$ cat src/rtl/out_display_sched_if.sv
// out_display_sched_if: CPU OUT-strobe side and display side of the output scheduler.
interface out_display_sched_if #(parameter int BITS = 32, parameter int PTR = 2);
   logic            req;
   logic [BITS-1:0] req_value;
   logic            blank;
   logic            clr_overflow;
   logic            flagOUT;
   logic [BITS-1:0] Value;
   logic            full;
   logic [PTR:0]    count;
   logic            overflow;
   modport master (output req, req_value, blank, clr_overflow,
                   input flagOUT, Value, full, count, overflow);
   modport slave (input req, req_value, blank, clr_overflow,
                  output flagOUT, Value, full, count, overflow);
endinterface

$ cat src/rtl/out_display_sched.sv
// out_display_sched: queues OUT values in a FIFO and shows each on the display
// for at least HOLD cycles; the last value stays up until a new one arrives.
module out_display_sched #(
   parameter int BITS   = 32,
   parameter int DEPTH  = 4,
   parameter int PTR    = 2,
   parameter int HOLD   = 50000000,
   parameter int HOLD_W = 26
) (
   input logic clock,
   input logic reset,
   out_display_sched_if.slave bus
);
   typedef enum logic [1:0] {IDLE, SHOW, LAST} state_t;
   state_t            r_state, w_state_nx;
   logic [BITS-1:0]   r_mem [DEPTH];
   logic [PTR-1:0]    r_wr, r_rd;
   logic [PTR:0]      r_count;
   logic [HOLD_W-1:0] r_hold;
   logic [BITS-1:0]   r_value;
   logic              r_flag, r_ovf;
   logic              w_full, w_avail, w_expired, w_pop, w_push;
   assign w_full    = r_count == (PTR+1)'(DEPTH);
   assign w_avail   = r_count != '0;
   assign w_expired = r_hold == '0;
   // IDLE/LAST pop as soon as data exists; SHOW waits for the hold to run out
   assign w_pop     = w_avail & ((r_state != SHOW) | w_expired);
   assign w_push    = bus.req & (~w_full | w_pop);
   assign w_state_nx = w_pop ? SHOW : (r_state == SHOW && w_expired) ? LAST : r_state;
   always_ff @(posedge clock)
      if (w_push) r_mem[r_wr] <= bus.req_value;
   always_ff @(posedge clock) begin
      if (!reset) begin
         r_wr    <= '0;
         r_rd    <= '0;
         r_count <= '0;
         r_state <= IDLE;
         r_hold  <= '0;
         r_value <= '0;
         r_flag  <= 1'b0;
         r_ovf   <= 1'b0;
      end else begin
         r_wr    <= w_push ? r_wr + 1'b1 : r_wr;
         r_rd    <= w_pop ? r_rd + 1'b1 : r_rd;
         r_count <= r_count + {{PTR{1'b0}}, w_push} - {{PTR{1'b0}}, w_pop};
         r_state <= w_state_nx;
         r_hold  <= w_pop ? HOLD_W'(HOLD - 1) :
                    (r_state == SHOW && !w_expired) ? r_hold - HOLD_W'(1) : r_hold;
         r_value <= w_pop ? r_mem[r_rd] : r_value;
         r_flag  <= (w_state_nx != IDLE) & ~bus.blank;
         r_ovf   <= (bus.req & ~w_push) | (r_ovf & ~bus.clr_overflow);
      end
   end
   assign bus.flagOUT  = r_flag;
   assign bus.Value    = r_value;
   assign bus.full     = w_full;
   assign bus.count    = r_count;
   assign bus.overflow = r_ovf;
endmodule

$ cat src/flat_wrapper.sv
// flat-port wrapper written by rule: the top's interface ports become plain ports
module out_display_sched_flat 
#(
   parameter int BITS   = 32,
   parameter int DEPTH  = 4,
   parameter int PTR    = 2,
   parameter int HOLD   = 50000000,
   parameter int HOLD_W = 26
)
  (clock, reset, bus_req, bus_req_value, bus_blank, bus_clr_overflow, bus_flagOUT, bus_Value, bus_full, bus_count, bus_overflow);
  out_display_sched_if #(.BITS(BITS), .PTR(PTR)) bus_i ();
  input logic clock;
  input logic reset;
  input wire logic [$bits(bus_i.req)-1:0] bus_req;
  input wire logic [$bits(bus_i.req_value)-1:0] bus_req_value;
  input wire logic [$bits(bus_i.blank)-1:0] bus_blank;
  input wire logic [$bits(bus_i.clr_overflow)-1:0] bus_clr_overflow;
  output wire logic [$bits(bus_i.flagOUT)-1:0] bus_flagOUT;
  output wire logic [$bits(bus_i.Value)-1:0] bus_Value;
  output wire logic [$bits(bus_i.full)-1:0] bus_full;
  output wire logic [$bits(bus_i.count)-1:0] bus_count;
  output wire logic [$bits(bus_i.overflow)-1:0] bus_overflow;
  assign bus_i.req = bus_req;
  assign bus_i.req_value = bus_req_value;
  assign bus_i.blank = bus_blank;
  assign bus_i.clr_overflow = bus_clr_overflow;
  assign bus_flagOUT = bus_i.flagOUT;
  assign bus_Value = bus_i.Value;
  assign bus_full = bus_i.full;
  assign bus_count = bus_i.count;
  assign bus_overflow = bus_i.overflow;
  out_display_sched #(.BITS(BITS), .DEPTH(DEPTH), .PTR(PTR), .HOLD(HOLD), .HOLD_W(HOLD_W)) u_core (.clock(clock), .reset(reset), .bus(bus_i));
endmodule
$ cat config.mk
export PLATFORM = sky130hd
export DESIGN_NAME = out_display_sched_flat
export DESIGN_NICKNAME = d
export VERILOG_FILES = /design/src/rtl/out_display_sched_if.sv /design/src/rtl/out_display_sched.sv /design/src/flat_wrapper.sv
export SDC_FILE = /design/constraint.sdc
export NUM_CORES = 1
export LEC_CHECK = 0
export CAP_MARGIN = 0
export CELL_PAD_IN_SITES_DETAIL_PLACEMENT = 0
export CELL_PAD_IN_SITES_GLOBAL_PLACEMENT = 1
export CORE_UTILIZATION = 43
export CTS_BUF_LIST = sky130_fd_sc_hd__clkbuf_16
export CTS_CLUSTER_SIZE = 20
export DETAILED_ROUTE_END_ITERATION = 16
export GPL_TIMING_DRIVEN = 0
export PLACE_DENSITY = 0.86
export SLEW_MARGIN = 25
export SYNTH_ARGS = -nofsm -noshare
export SYNTH_HDL_FRONTEND = slang
export SYNTH_SLANG_ARGS = --single-unit
$ cat constraint.sdc
create_clock -name clock -period 3.2 [get_ports clock]
set_clock_uncertainty 0.1 [all_clocks]
set_input_delay 0.64 -clock clock [delete_from_list [all_inputs] [get_ports clock]]
set_output_delay 0.64 -clock clock [all_outputs]
set_load 0.02 [all_outputs]
==> results of run 1 <==
## timing repair
action / CTS / global route
gates resized for setup: 4 / 3
setup endpoints to repair: 66 / 65
setup buffers: 0 / 5
pin swaps: 0 / 2
## layout by cell type (no fill, tap or decap), types with 8 or more instances in the layout
cell and instances:
nor2_1 9, clkbuf_1 25, o21ai_0 38, nand2_1 13, a211oi_1 9, a21oi_1 47, or3_1 8, dfxtp_1 68
inv_1 12, nor3_1 9, clkdlybuf4s50_1 73, edfxtp_1 128, nand3_1 37, mux4_2 32, clkbuf_16 17
## worst max-delay path, stage by stage, from the launching register on
cell and delay [ns]:
dfxtp_2 0.34, or4_4 0.56, and4b_2 0.35, a21oi_4 0.09, nor2_4 0.27, ha_4 0.24, inv_1 0.05, ha_1 0.14
inv_1 0.05, fa_1 0.37, xor2_1 0.17, xnor2_1 0.13, nor2_1 0.05
## report_power, final
group	switching [mW]	internal (mW)
combinational	1.66	1.23
sequential	0.297	3.12
clock	1.00	1.27
## worst max path at each step
stage | slack (ns) | to | startpoint | cells past startpoint
after global placement | -0.68 | u_core.r_mem[0][4]$_DFFE_PP_ | u_core.r_hold[0]$_SDFFE_PN0P_ | 8
final | 0.15 | u_core.bus.count[2]$_SDFF_PN0_ | u_core.r_hold[20]$_SDFFE_PN0P_ | 12
after detailed placement | -0.47 | u_core.bus.count[2]$_SDFF_PN0_ | u_core.r_hold[0]$_SDFFE_PN0P_ | 14
after floorplan | 0.20 | u_core.r_mem[0][0]$_DFFE_PP_ | u_core.r_hold[20]$_SDFFE_PN0P_ | 6
after CTS | 0.01 | u_core.bus.count[2]$_SDFF_PN0_ | u_core.r_hold[20]$_SDFFE_PN0P_ | 12
after global routing | -0.006 | u_core.bus.count[2]$_SDFF_PN0_ | u_core.r_hold[20]$_SDFFE_PN0P_ | 12
## registers in the layout, indices dropped and copies added (netlist names)
register	flops
u_core.r_mem	128
u_core.bus.Value	32
u_core.r_hold	26
u_core.bus.count	3
u_core.r_rd	2
u_core.r_state	2
u_core.r_wr	2
u_core.bus.flagOUT	1
u_core.bus.overflow	1
## logic make-up (layout without fill, tap and decap cells)
family                   after synthesis  count (layout)  share of synthesized area [%]
XOR/XNOR                               6               6                          0.667
flip-flops                           197             197                           66.3
multiplexers                          35              35                           9.53
AND/OR/NAND/NOR                      115             115                           8.70
AO/OA/AOI/OAI                        131             131                           10.7
buffers and inverters                 50             164                           2.59
adder cells (fa/ha/maj)                9               9                           1.52
## final cells by class
| class | count | area (sq um) | area share [%] |
|---|---|---|---|
| flip-flops and latches | 197 | 5230 | 53.7 |
| multi-input cells | 296 | 2490 | 25.6 |
| inverters | 13 | 48.8 | 0.502 |
| plain buffers | 37 | 155 | 1.60 |
| clock inverters | 15 | 211 | 2.17 |
| well taps | 229 | 287 | 2.95 |
| clock buffers | 17 | 425 | 4.37 |
| repair buffers | 82 | 878 | 9.03 |
## metrics by stage
stage | utilization [%] | hold slack [ns] | std cells | setup TNS, ns | instance area (sq um)
after global routing | 54.1 | 0.414 | 886 | -0.00616 | 9730
after floorplan | - | 0.359 | 543 | 0 | 7880
after detailed placement | 50.2 | 0.368 | 849 | -2.28 | 9020
final | 54.1 | 0.379 | 886 | 0 | 9730
after global placement | 49.5 | 0.363 | 845 | -85.99 | 8900
after CTS | 53.8 | 0.378 | 881 | 0 | 9670
## metal layers
layer,wire [microns],share of wire [%],GRT usage (%),vias up
met1,7220,40,24.9,2606
met5,0,0,0,-
li1,-,-,-,2340
met3,1140,6.4,4.30,29
met2,9140,51,33.3,234
met4,320,1.8,8.61,0
==> results_dict.tcl, run 1 <==
set metrics [dict create \
    h-tree-depth 4 \
    min-delay-start "u_core.bus.Value[23]$_SDFFE_PN0P_" \
    antenna_found_initial 0 \
    coreArea_sq_mm 0.0180 \
    insertedDiodeCount 0 \
    io_pins 75 \
    min_path_type "register to register" \
    cts_tree "done" \
    synthArstFlopShare_pct 0 \
    p_leak_nw 3.21 \
    grt-ovfl-total 0 \
    dr.first_iter.drc_count 432 \
    total_power_mw 8.57 \
    ys_types 60 \
    synth_top_area_share_pct 48.8 \
    path_clk_slew_ns 0.07 \
    syn_area_sq_mm 0.00788 \
    max_freq_mhz 327 \
    yosys_warnings 0 \
    holdPathEnd "u_core.bus.Value[23]$_SDFFE_PN0P_" \
    critPathArrivalTime_ns 3.25 \
    hold_depth 2 \
    r2r_end "u_core.bus.count[2]$_SDFF_PN0_" \
    synth.largest_area_cell "edfxtp_1" \
    port_buffers 73 \
    avgSynthCellArea_sq_um 14.5 \
    power_density_mw_per_mm2 882 \
    r2r_slack_ns 0.15 \
    start_util_pct 43.9 \
    setup_ws_ns 0.146 \
    hold_viol_final 0 \
    drive_gt1_share_pct 16.4 \
    worstSetupPathType "register to register" \
    final_nets 690 \
    drt-total-wl_microns 17800 \
    required_ns 3.40 \
    ys_ff_latch 197 \
    rr_startpoint "u_core.r_hold[20]$_SDFFE_PN0P_" \
    synth.top_cells.by_count "edfxtp_1 (128), dfxtp_1 (69), a21oi_1 (47), o21ai_0 (38), nand3_1 (37)" \
    synth_flop_cell "edfxtp_1" \
    grt_pass1_wl_microns 27800 \
    dp_slack_ns -0.467 \
    cap_violations 0 \
    rows 49 \
    critPathMaxFanout 7 \
    dpl.hpwl_microns 11700 \
    max-slew-margin-rel_pct 35.6 \
    syn2layout_area_growth_pct 23.4 \
    wl_per_cell_microns 20.1 \
    crit_path_start_kind "register" \
    numCtsBuffers 17 \
    dieWidth_microns 137 \
    cts_hold_buf 0 \
    clk_path_buf_depth 2 \
    fill_cells 1418 \
    synthTopCellsByArea "edfxtp_1 (49%), dfxtp_1 (18%), mux4_2 (9.1%)" \
    synth-edff-count 128 \
    route.detailed.drc 0 \
    slew_violations 0 \
    setup_violations 0 \
    vias 5209 \
    clk_latency_ns 0.43 \
    ant_nets 0 \
    track_usage_pct 19.9 \
    syn-instance-count 543 \
    syn-num-nets 589 \
    grt_pass1_vias 5262 \
    tightest_slew_ns 0.961 \
    grt_start_max_net_pins 20 \
    vias_per_cell 5.88 \
    crit_path_end_kind "register" \
    period_share_pct 95.4 \
    yosysMostFrequentCell "edfxtp_1" \
    r2r.worst_path.cells 12 \
    ir_worst_vdd_v 0.000510 \
    dr.pass1.iters 5 \
    gp_congestion 0.852 \
    die-area_sq_mm 0.0189 \
    cts.sinks 197 \
    cts_root_buf "clkbuf_16" \
    final.min_clock_period_ns 3.05 \
    synth_seq_area_share_pct 66.3 \
    die_h_microns 137 \
    status "completed" \
]
Note: power is estimated with default switching activity, not from simulation.
==> run 2, diff against run 1 <==
--- a/config.mk
+++ b/config.mk
@@ -8,12 +8,12 @@
 export CAP_MARGIN = 0
 export CELL_PAD_IN_SITES_DETAIL_PLACEMENT = 0
 export CELL_PAD_IN_SITES_GLOBAL_PLACEMENT = 1
-export CORE_UTILIZATION = 43
+export CORE_UTILIZATION = 32
 export CTS_BUF_LIST = sky130_fd_sc_hd__clkbuf_16
 export CTS_CLUSTER_SIZE = 20
 export DETAILED_ROUTE_END_ITERATION = 16
 export GPL_TIMING_DRIVEN = 0
-export PLACE_DENSITY = 0.86
+export PLACE_DENSITY = 0.67
 export SLEW_MARGIN = 25
 export SYNTH_ARGS = -nofsm -noshare
 export SYNTH_HDL_FRONTEND = slang
==> constraint.sdc (replaced) <==
create_clock -name clock -period 3.5 [get_ports clock]
set_clock_uncertainty 0.1 [all_clocks]
set_input_delay 0.7 -clock clock [delete_from_list [all_inputs] [get_ports clock]]
set_output_delay 0.7 -clock clock [all_outputs]
set_load 0.1 [all_outputs]
==> results_dict.tcl, run 2 (synthesized netlist as in run 1, its figures left out) <==
set metrics [dict create \
    syn2layout_area_growth_pct 23.7 \
    final_common_cell "edfxtp_1" \
    rsz0062_at_grt "no" \
    antenna_found_initial 1 \
    max-slew-margin-rel_pct 34.2 \
    cts_tree "done" \
    cap_violations 0 \
    final_cell_mix "edfxtp_1 (128), clkdlybuf4s50_1 (73), dfxtp_1 (69), a21oi_1 (47), o21ai_0 (38)" \
    coreArea_sq_mm 0.0242 \
    whs_ns 0.382 \
    clk_latency_ns 0.43 \
    wl_per_cell_microns 18.6 \
    grt_pass1_vias 5218 \
    dr.first_iter.drc_count 313 \
    start_util_pct 32.5 \
    setup_violations 0 \
    dp_slack_ns -0.212 \
    numCtsBuffers 17 \
    fin_area_sq_mm 0.00975 \
    fill_cells 2268 \
    ant_nets 0 \
    cp_top_family "simple AND/OR/NAND/NOR gates" \
    cts.sinks 197 \
    hold_viol_final 0 \
    path_clk_slew_ns 0.07 \
    dpl.hpwl_microns 12600 \
    drive_gt1_share_pct 15.5 \
    die-area_sq_mm 0.0253 \
    dieWidth_microns 159 \
    regMostFlops "u_core.r_mem" \
    vias 4999 \
    crit_path_start_kind "register" \
    grt_pass1_wl_microns 29000 \
    tightest_slew_ns 0.984 \
    period_share_pct 92.3 \
    required_ns 3.70 \
    largest_register_ffs 128 \
    critPathMaxFanout 9 \
    cts_setup_buffers 0 \
    h-tree-depth 4 \
    cts_root_buf "clkbuf_16" \
    track_usage_pct 15.0 \
    p_leak_nw 3.15 \
    dpl-instance-area_sq_mm 0.00915 \
    min_path_type "register to register" \
    rows 57 \
    max_freq_mhz 309 \
    final_nets 686 \
    cp_slowest_cell "or4_4" \
    critPathBufInv 2 \
    io_pins 75 \
    ir_worst_vdd_v 0.000417 \
    critPathArrivalTime_ns 3.44 \
    worstSetupPathType "register to register" \
    grt_start_max_net_pins 20 \
    grt-ovfl-total 0 \
    worstPathCellList "or4_4, and4b_1, a21oi_4, nor2_4, ha_1, inv_1, ha_1, inv_1, fa_1, xor2_1, xnor2_1, nor2_1" \
    dr.pass1.iters 5 \
    final.min_clock_period_ns 3.23 \
    cts_hold_buf 0 \
    vias_per_cell 5.11 \
    die_h_microns 159 \
    port_buffers 73 \
    dp.cells 945 \
    setup_ws_ns 0.268 \
    slew_violations 0 \
    status "completed" \
    drt-total-wl_microns 18200 \
    clk_path_buf_depth 2 \
    route.detailed.drc 0 \
    gp_congestion 0.851 \
    total_power_mw 8.49 \
    crit_path_end_kind "register" \
    power_density_mw_per_mm2 872 \
    crit_path_max_incr_delay_ns 0.57 \
    fin_cells 978 \
]
## run 2: power breakdown
group / leakage (nW) / switching, mW / internal (mW) / total [mW]
registers: 1.74 / 0.270 / 2.85 / 3.12
clock network: 0.265 / 0.911 / 0.941 / 1.85
logic: 1.14 / 2.42 / 1.10 / 3.52
total: 3.15 / 3.60 / 4.89 / 8.49
## run 2: path summary, 6_finish.rpt
path                                    start  cells past startpoint                                to  slack (ns)
max            u_core.r_hold[20]$_SDFFE_PN0P_                     12    u_core.bus.count[2]$_SDFF_PN0_        0.27
min          u_core.bus.Value[2]$_SDFFE_PN0P_                      2  u_core.bus.Value[2]$_SDFFE_PN0P_        0.38
max reg2reg    u_core.r_hold[20]$_SDFFE_PN0P_                     12    u_core.bus.count[2]$_SDFF_PN0_        0.27
min reg2reg  u_core.bus.Value[2]$_SDFFE_PN0P_                      2  u_core.bus.Value[2]$_SDFFE_PN0P_        0.38
## run 2: tightest hold or removal path, stage by stage (launching register included)
cell,delay (ns)
dfxtp_1,0.31
o21ai_0,0.06
a21oi_1,0.06
## run 2: area by class of cell
| cell class | instances | area (sq um) | area share, % |
|---|---|---|---|
| clock inverter | 15 | 144 | 1.48 |
| antenna | 1 | 2.50 | 0.0257 |
| tap | 324 | 405 | 4.16 |
| timing repair buffer | 78 | 848 | 8.70 |
| inverter | 13 | 48.8 | 0.501 |
| buffer | 37 | 155 | 1.59 |
| clock buffer | 17 | 425 | 4.37 |
| multi-input combinational | 296 | 2490 | 25.6 |
| sequential | 197 | 5230 | 53.6 |
## run 2: metrics by stage
stage | TNS, ns | utilization, %
6_report | 0 | 40.2
5_1_grt | 0 | 40.2
4_1_cts | 0 | 40.1
3_5_place_dp | -0.212 | 37.8
3_3_place_gp | -59.84 | 37.2
2_1_floorplan | 0 | -
## run 2: layer usage
| layer | up-vias | wire length [microns] | share of wire (%) | track usage (%) |
|---|---|---|---|---|
| li1 | 2328 | - | - | - |
| met1 | 2530 | 7950 | 44 | 18.4 |
| met2 | 117 | 9180 | 50 | 25.7 |
| met3 | 24 | 684 | 3.8 | 3.37 |
| met4 | 0 | 376 | 2.1 | 5.90 |
| met5 | - | 0 | 0 | 0 |
## run 2: timing repair
item / CTS / global route
pin swaps: 0 / 0
resized for setup: 1 / 3
setup endpoints to repair: 1 / 62
